===== config.mk =====
export PLATFORM = sky130hd
export DESIGN_NAME = msd_cmd_scheduler
export DESIGN_NICKNAME = d
export VERILOG_FILES = /design/src/rtl/msd_dimm_pkg.sv /design/src/rtl/msd_bank_timer.sv /design/src/rtl/msd_cmd_scheduler.sv
export SDC_FILE = /design/constraint.sdc
export NUM_CORES = 2
export LEC_CHECK = 0
export BUFFER_PORTS_ARGS = -buffer_cell sky130_fd_sc_hd__buf_2
export CAP_MARGIN = 0
export CORE_UTILIZATION = 35
export DETAILED_ROUTE_END_ITERATION = 7
export GPL_TIMING_DRIVEN = 0
export SYNTH_ARGS = -nofsm -noshare
export SYNTH_HDL_FRONTEND = slang
export SYNTH_SLANG_ARGS = --single-unit

===== constraint.sdc =====
create_clock -name clk -period 4.25 [get_ports clk]
set_input_delay 0.6375 -clock clk [delete_from_list [all_inputs] [get_ports clk]]
set_output_delay 0.6375 -clock clk [all_outputs]
set_load 0.005 [all_outputs]

===== src/rtl/msd_dimm_pkg.sv =====
// Shared types for the DDR5 channel command scheduler.
//   msd_cmd_t   : command encoding driven on cmd_type
//   msd_op_t    : request opcode encoding on req_op
//   msd_state_t : scheduler FSM states
//   address field positions and the queued request record
package msd_dimm_pkg;

    typedef enum logic [2:0] {
        CMD_ACT0 = 3'd0,
        CMD_ACT1 = 3'd1,
        CMD_RD0  = 3'd2,
        CMD_RD1  = 3'd3,
        CMD_WR0  = 3'd4,
        CMD_WR1  = 3'd5,
        CMD_PRE  = 3'd6
    } msd_cmd_t;

    typedef enum logic [1:0] {
        OP_RD     = 2'd0,
        OP_WR     = 2'd1,
        OP_IFETCH = 2'd2,
        OP_INV    = 2'd3
    } msd_op_t;

    typedef enum logic [3:0] {
        ST_IDLE,
        ST_WAIT_ACT,
        ST_ACT0,
        ST_ACT1,
        ST_WAIT_CAS,
        ST_CAS0,
        ST_CAS1,
        ST_WAIT_PRE,
        ST_PRE
    } msd_state_t;

    // Physical address field positions
    localparam int ROW_LSB  = 18;
    localparam int ROW_MSB  = 33;
    localparam int COLH_LSB = 12;
    localparam int COLH_MSB = 17;
    localparam int COLL_LSB = 2;
    localparam int COLL_MSB = 5;
    localparam int BA_LSB   = 10;
    localparam int BA_MSB   = 11;
    localparam int BG_LSB   = 7;
    localparam int BG_MSB   = 9;

    typedef struct packed {
        msd_op_t     op;
        logic [15:0] row;
        logic [9:0]  col;
        logic [2:0]  bg;
        logic [1:0]  ba;
    } msd_req_t;

endpackage


===== src/rtl/msd_bank_timer.sv =====
// One bank's activate/precharge spacing timers.
//   clk, rst  : clock, synchronous active-high reset
//   load_rc   : ACT0 issued to this bank this cycle (starts tRC window)
//   load_rp   : PRE issued to this bank this cycle (starts tRP window)
//   eligible  : bank may receive ACT0 this cycle
module msd_bank_timer #(
    parameter int T_RC = 115,
    parameter int T_RP = 39
) (
    input  logic clk,
    input  logic rst,
    input  logic load_rc,
    input  logic load_rp,
    output logic eligible
);

    // Width covers the larger window so a long tRP can never truncate.
    localparam int W = $clog2(((T_RC > T_RP) ? T_RC : T_RP) + 1);
    // Loaded with T-1 at the issuing edge so the counter reads zero
    // exactly T cycles after the command.
    localparam logic [W-1:0] RC_LD = W'(T_RC - 1);
    localparam logic [W-1:0] RP_LD = W'(T_RP - 1);

    logic [W-1:0] rc;
    logic [W-1:0] rp;

    always_ff @(posedge clk) begin
        if (rst) begin
            rc <= '0;
            rp <= '0;
        end else begin
            if (load_rc)        rc <= RC_LD;
            else if (rc != '0)  rc <= rc - 1'b1;
            if (load_rp)        rp <= RP_LD;
            else if (rp != '0)  rp <= rp - 1'b1;
        end
    end

    assign eligible = (rc == '0) && (rp == '0);

endmodule


===== src/rtl/msd_cmd_scheduler.sv =====
// In-order, closed-page DDR5 command scheduler for one DIMM channel.
//   clk, rst         : command clock, synchronous active-high reset
//   req_valid/ready  : request handshake; req_op/req_addr request payload
//   cmd_valid, cmd_* : command bus (type, bank group, bank, row, column)
//   retire           : pulse on the PRE cycle that completes the head request
//   q_count          : request queue occupancy
import msd_dimm_pkg::*;

module msd_cmd_scheduler #(
    parameter int QDEPTH  = 16,
    parameter int T_RP    = 39,
    parameter int T_RCD   = 39,
    parameter int T_CL    = 40,
    parameter int T_BURST = 8,
    parameter int T_RTP   = 18,
    parameter int T_CWL   = 38,
    parameter int T_WR    = 30,
    parameter int T_RC    = 115
) (
    input  logic                      clk,
    input  logic                      rst,
    input  logic                      req_valid,
    output logic                      req_ready,
    input  logic [1:0]                req_op,
    input  logic [35:0]               req_addr,
    output logic                      cmd_valid,
    output logic [2:0]                cmd_type,
    output logic [2:0]                cmd_bg,
    output logic [1:0]                cmd_ba,
    output logic [15:0]               cmd_row,
    output logic [9:0]                cmd_col,
    output logic                      retire,
    output logic [$clog2(QDEPTH):0]   q_count
);

    localparam int PW    = $clog2(QDEPTH);
    localparam int D_RD  = ((T_CL + T_BURST) > T_RTP) ? (T_CL + T_BURST) : T_RTP;
    localparam int D_WR  = T_CWL + T_BURST + T_WR;
    localparam int D_MAX = (D_WR > D_RD) ? ((D_WR > T_RCD) ? D_WR : T_RCD)
                                         : ((D_RD > T_RCD) ? D_RD : T_RCD);
    localparam int WCW   = $clog2(D_MAX + 1);
    localparam logic [WCW-1:0] LD_RCD = WCW'(T_RCD - 1);
    localparam logic [WCW-1:0] LD_RD  = WCW'(D_RD - 1);
    localparam logic [WCW-1:0] LD_WR  = WCW'(D_WR - 1);
    localparam logic [PW:0]    QFULL  = (PW+1)'(QDEPTH);

    // ---------------- request queue ----------------
    msd_req_t      mem [QDEPTH];
    msd_req_t      new_req;
    msd_req_t      head;
    logic [PW-1:0] wr_ptr;
    logic [PW-1:0] rd_ptr;
    logic [PW:0]   count;
    logic          push;
    logic          pop;

    // Channel bit, top address bits and byte offset are not used for routing.
    logic unused_addr;
    assign unused_addr = ^{req_addr[35:34], req_addr[6], req_addr[1:0]};

    always_comb begin
        new_req.op  = msd_op_t'(req_op);
        new_req.row = req_addr[ROW_MSB:ROW_LSB];
        new_req.col = {req_addr[COLH_MSB:COLH_LSB], req_addr[COLL_MSB:COLL_LSB]};
        new_req.bg  = req_addr[BG_MSB:BG_LSB];
        new_req.ba  = req_addr[BA_MSB:BA_LSB];
    end

    // Readiness ignores a same-cycle retire so it stays a pure register decode.
    assign req_ready = (count < QFULL);
    assign push      = req_valid && req_ready && (req_op != 2'd3);
    assign head      = mem[rd_ptr];
    assign q_count   = count;

    always_ff @(posedge clk) begin
        if (push) mem[wr_ptr] <= new_req;
    end

    always_ff @(posedge clk) begin
        if (rst) begin
            wr_ptr <= '0;
            rd_ptr <= '0;
            count  <= '0;
        end else begin
            if (push) wr_ptr <= wr_ptr + 1'b1;
            if (pop)  rd_ptr <= rd_ptr + 1'b1;
            case ({push, pop})
                2'b10:   count <= count + 1'b1;
                2'b01:   count <= count - 1'b1;
                default: count <= count;
            endcase
        end
    end

    // ---------------- per-bank timers ----------------
    logic [4:0]  head_bank;
    logic [31:0] elig;
    logic [31:0] ld_rc;
    logic [31:0] ld_rp;
    logic        act_issue;
    logic        pre_issue;

    assign head_bank = {head.bg, head.ba};
    assign ld_rc     = act_issue ? (32'd1 << head_bank) : 32'd0;
    assign ld_rp     = pre_issue ? (32'd1 << head_bank) : 32'd0;

    for (genvar i = 0; i < 32; i++) begin : g_bank
        msd_bank_timer #(.T_RC(T_RC), .T_RP(T_RP)) u_timer (
            .clk      (clk),
            .rst      (rst),
            .load_rc  (ld_rc[i]),
            .load_rp  (ld_rp[i]),
            .eligible (elig[i])
        );
    end

    // ---------------- FSM ----------------
    msd_state_t     state;
    msd_state_t     eff;
    msd_state_t     nxt;
    msd_cmd_t       ctype;
    logic [WCW-1:0] wcnt;
    logic [WCW-1:0] wval;
    logic           wload;

    always_ff @(posedge clk) begin
        if (rst) begin
            state <= ST_IDLE;
            wcnt  <= '0;
        end else begin
            state <= nxt;
            if (wload)            wcnt <= wval;
            else if (wcnt != '0)  wcnt <= wcnt - 1'b1;
        end
    end

    always_comb begin
        // Waiting states fall through to their action state in the cycle the
        // condition is met, so commands issue with no bubble cycle.
        eff = state;
        if (eff == ST_IDLE && count != '0)            eff = ST_WAIT_ACT;
        if (eff == ST_WAIT_ACT && elig[head_bank])    eff = ST_ACT0;
        if (eff == ST_WAIT_CAS && wcnt == '0)         eff = ST_CAS0;
        if (eff == ST_WAIT_PRE && wcnt == '0)         eff = ST_PRE;

        nxt       = eff;
        cmd_valid = 1'b0;
        ctype     = CMD_ACT0;
        cmd_bg    = '0;
        cmd_ba    = '0;
        cmd_row   = '0;
        cmd_col   = '0;
        retire    = 1'b0;
        wload     = 1'b0;
        wval      = '0;
        pop       = 1'b0;
        act_issue = 1'b0;
        pre_issue = 1'b0;

        case (eff)
            ST_ACT0: begin
                cmd_valid = 1'b1;
                ctype     = CMD_ACT0;
                cmd_bg    = head.bg;
                cmd_ba    = head.ba;
                cmd_row   = head.row;
                act_issue = 1'b1;
                wload     = 1'b1;
                wval      = LD_RCD;
                nxt       = ST_ACT1;
            end
            ST_ACT1: begin
                cmd_valid = 1'b1;
                ctype     = CMD_ACT1;
                cmd_bg    = head.bg;
                cmd_ba    = head.ba;
                cmd_row   = head.row;
                nxt       = ST_WAIT_CAS;
            end
            ST_CAS0: begin
                cmd_valid = 1'b1;
                ctype     = (head.op == OP_WR) ? CMD_WR0 : CMD_RD0;
                cmd_bg    = head.bg;
                cmd_ba    = head.ba;
                cmd_col   = head.col;
                wload     = 1'b1;
                wval      = (head.op == OP_WR) ? LD_WR : LD_RD;
                nxt       = ST_CAS1;
            end
            ST_CAS1: begin
                cmd_valid = 1'b1;
                ctype     = (head.op == OP_WR) ? CMD_WR1 : CMD_RD1;
                cmd_bg    = head.bg;
                cmd_ba    = head.ba;
                cmd_col   = head.col;
                nxt       = ST_WAIT_PRE;
            end
            ST_PRE: begin
                cmd_valid = 1'b1;
                ctype     = CMD_PRE;
                cmd_bg    = head.bg;
                cmd_ba    = head.ba;
                retire    = 1'b1;
                pop       = 1'b1;
                pre_issue = 1'b1;
                // A same-cycle push into an emptying queue is picked up by IDLE
                // on the next cycle with identical timing.
                nxt       = (count > 1) ? ST_WAIT_ACT : ST_IDLE;
            end
            default: ;
        endcase
    end

    assign cmd_type = ctype;

endmodule


==> qor.csv <==
stage;metric;value;unit
run_status;status;complete, but fails checks;
run_status;failed_checks;negative setup slack;
drt;wire_per_inst;21.02;µm
drt;firstDrtPassIters;6;
global_routing;grt-ovfl-total;0;
floorplanning;fp.dieH;357.5;µm
global_routing;grt.total_usage;0.1842;
drt;dr.first_iter.drc_count;2577;
flow_run;maxCapViolCount;0;
place;hpwl;78590;µm
drt;via_count;30000;
drt;final_antenna_net_count;0;
pwr;ir_worst_vdd;0.0004322;V
critical_path;critPathRequiredTime;3610;ps
sta;setup_viol;35;
finish;layout_commonest_cell;edfxtp_1;
sta;finClkSkew;70.87;ps
pwr;power.total;34.25;mW
critical_path;critPathCaptureType;output pin;
finish;most-common-layout-cells;528 x edfxtp_1, 474 x dfxtp_1, 269 x nand2_1;
cts;cts_sinks;1004;
critical_path;critical_path_class;reg -> out;
global_routing;first_global_vias;29200;
drt;routed_via_density;5.331;
logic_synthesis;syn_inst;3654;
cts;numCtsBuffers;101;
hold_path;hold_path_class;in -> reg;
logic_synthesis;async_flop_share;0;
sta;report.final.slew_viol_count;0;
sta;max_freq;191.0;MHz
cts;path_clk_slew;60;ps
cts;cts_root_buffer;clkbuf_16;
finish;nets;4070;
logic_synthesis;ys.flop_type;edfxtp_1;
floorplanning;design.die.area;127800;µm²
floorplanning;initial_core_util;0.3526;
cts;cts_tree;built;
floorplanning;rows;130;
logic_synthesis;synthDistinctLibCells;68;
drt;wirelength;118300;µm
logic_synthesis;synth_warnings;0;
sta;hold_viol;0;
finish;final_cell_area;51490;µm²
critical_path;startpoint_type;register;
logic_synthesis;ys_seq_elements;1004;
floorplanning;core_area;125400;µm²
sta;tightest_slew;1233;ps
place;numPortBuffers;76;
pwr;power_density;665.2;nW/µm²
logic_synthesis;yosysSeqAreaShare;0.5740;
cts;htree_levels;3;
finish;area_growth;16.44;%
sta;rsz0062_at_grt;true;
place;place_inst;5410;
floorplanning;boundaryPins;83;
global_routing;grt_antenna_before_repair;13;
floorplanning;die_w;357.5;µm
sta;slew_headroom;0.1778;
logic_synthesis;synth_edf_count;528;
cts;clkLatencyLatePin;740;ps
finish;drive_gt1_frac;0.1548;
place;globalplace.congestion;0.9039;
critical_path;crit_arrival;4600;ps
sta;period_needed;5236;ps
logic_synthesis;syn_area;44220;µm²
sta;min_period_over_period;1.232;
critical_path;critPathMaxFanout;5;
sta;setup_ws;-986.4;ps
global_routing;grt_pass1_wl;178900;µm
logic_synthesis;synthesis.nets;3835;
logic_synthesis;postSynthAreaPerCell;12.10;µm²
drt;post-route-drc-count;0;
global_routing;grt_start_max_net_pins;21;
pwr;p_leak;18.02;nW
place;place_area;47250;µm²
sta;whs;275.6;ps
cts;cts_buffer_depth;3;
finish;final_cells;5627;
-- flip-flops by register name, summed over array words and instances (netlist names), named ones only --
register	cells
rd_ptr	4
g_bank.u_timer.rc	224
wr_ptr	4
state	4
wcnt	7
mem	528
q_count	5
g_bank.u_timer.rp	224
-- logic make-up after synthesis --
logic type	synth area share
buffers and inverters	0.02583
multiplexers	0.09520
AO/OA/AOI/OAI	0.06230
AND/OR/NAND/NOR	0.1429
XOR/XNOR	0.06020
flip-flops	0.5740
adder cells (fa/ha/maj)	0.03961
-- area by class of cell --
type	count	area [µm²]
tap	1650	2064
clock buffer	135	2796
sequential	1004	25390
multi-input combinational	2365	18200
clock inverter	52	596.8
buffer	132	700.7
antenna	4	10.01
timing repair buffer	136	1175
inverter	149	563.0
fill	11760	73910
-- per-stage QoR --
step / setup TNS [ps] / utilization / setup WS [ps]
global route: -35490 / 0.4106 / -1052
floorplan: 0 / - / 245.5
finish: -31440 / 0.4106 / -986.4
detailed placement: -130890 / 0.3768 / -1415
CTS: -30470 / 0.4095 / -954.6
global placement: -1234530 / 0.3721 / -3643
-- per-layer routing --
metal  global-route usage  vias to the layer above  wire length, µm
li1                     -                    14000                -
met1               0.2466                    14890            52290
met2               0.2978                      858            54550
met3              0.03969                      227             7780
met4              0.05607                       18             3549
met5                    0                        -              111
-- power breakdown --
part	internal [mW]	switching [mW]	total, mW
combinational	5.22	6.45	11.7
clock	5.14	3.93	9.07
sequential	12.0	1.47	13.5
-- cell usage after synthesis, types with 13 or more instances --
master     count  area share
edfxtp_1     528        0.36
dfxtp_1      476        0.22
nor2_1       278       0.024
nand2_1      271       0.023
a21oi_1      259       0.029
nor3_1       226       0.026
xor2_1       159       0.031
mux4_2       154       0.078
inv_1        149       0.013
xnor2_1      145       0.029
ha_1         140       0.040
clkbuf_1     102      0.0087
nor4_1        97       0.014
nand3_1       88       0.010
o21ai_0       76      0.0086
nand3b_1      74       0.013
mux2_2        43       0.011
a211oi_1      36      0.0061
nand4_1       31      0.0044
and4b_1       29      0.0066
a31oi_1       23      0.0033
mux2i_1       22      0.0050
a2111oi_0     19      0.0038
nor2b_1       18      0.0025
and2_1        14      0.0020
buf_1         13      0.0011
buf_2         13      0.0015
nand4b_1      13      0.0026
-- worst max-delay path, stage by stage, from the launching register on --
cell      delay (ps)
dfxtp_2          360
buf_6            130
mux2_4           290
mux4_2           550
buf_6            170
mux2_4           350
or3_4            450
a311oi_4         330
a31oi_2          180
a311o_2          550
buf_4            200
nor2b_4          170
buf_2            140
-- path summary, 6_finish.rpt --
| check | from | end | slack [ps] | cells past startpoint |
|---|---|---|---|---|
| min | req_addr[30] | mem[5][27]$_DFFE_PP_ | 280 | 1 |
| min reg2reg | g_bank[7].u_timer.rp[3]$_SDFFE_PP0P_ | g_bank[7].u_timer.rp[3]$_SDFFE_PP0P_ | 490 | 2 |
| max reg2reg | register | g_bank[20].u_timer.rc[3]$_SDFFE_PP0P_ | 20 | 10 |
| max | register | cmd_row[0] | -990 | 12 |
-- repair_timing --
item	in CTS	in global routing
hold buffers	0	0
endpoints found under the hold margin	0	0
gates resized for setup	108	46
pin swaps	14	9
setup endpoints to repair	419	117
buffers inserted	23	3
cloned	3	0
No activity file was read; power rests on OpenSTA's default activity.
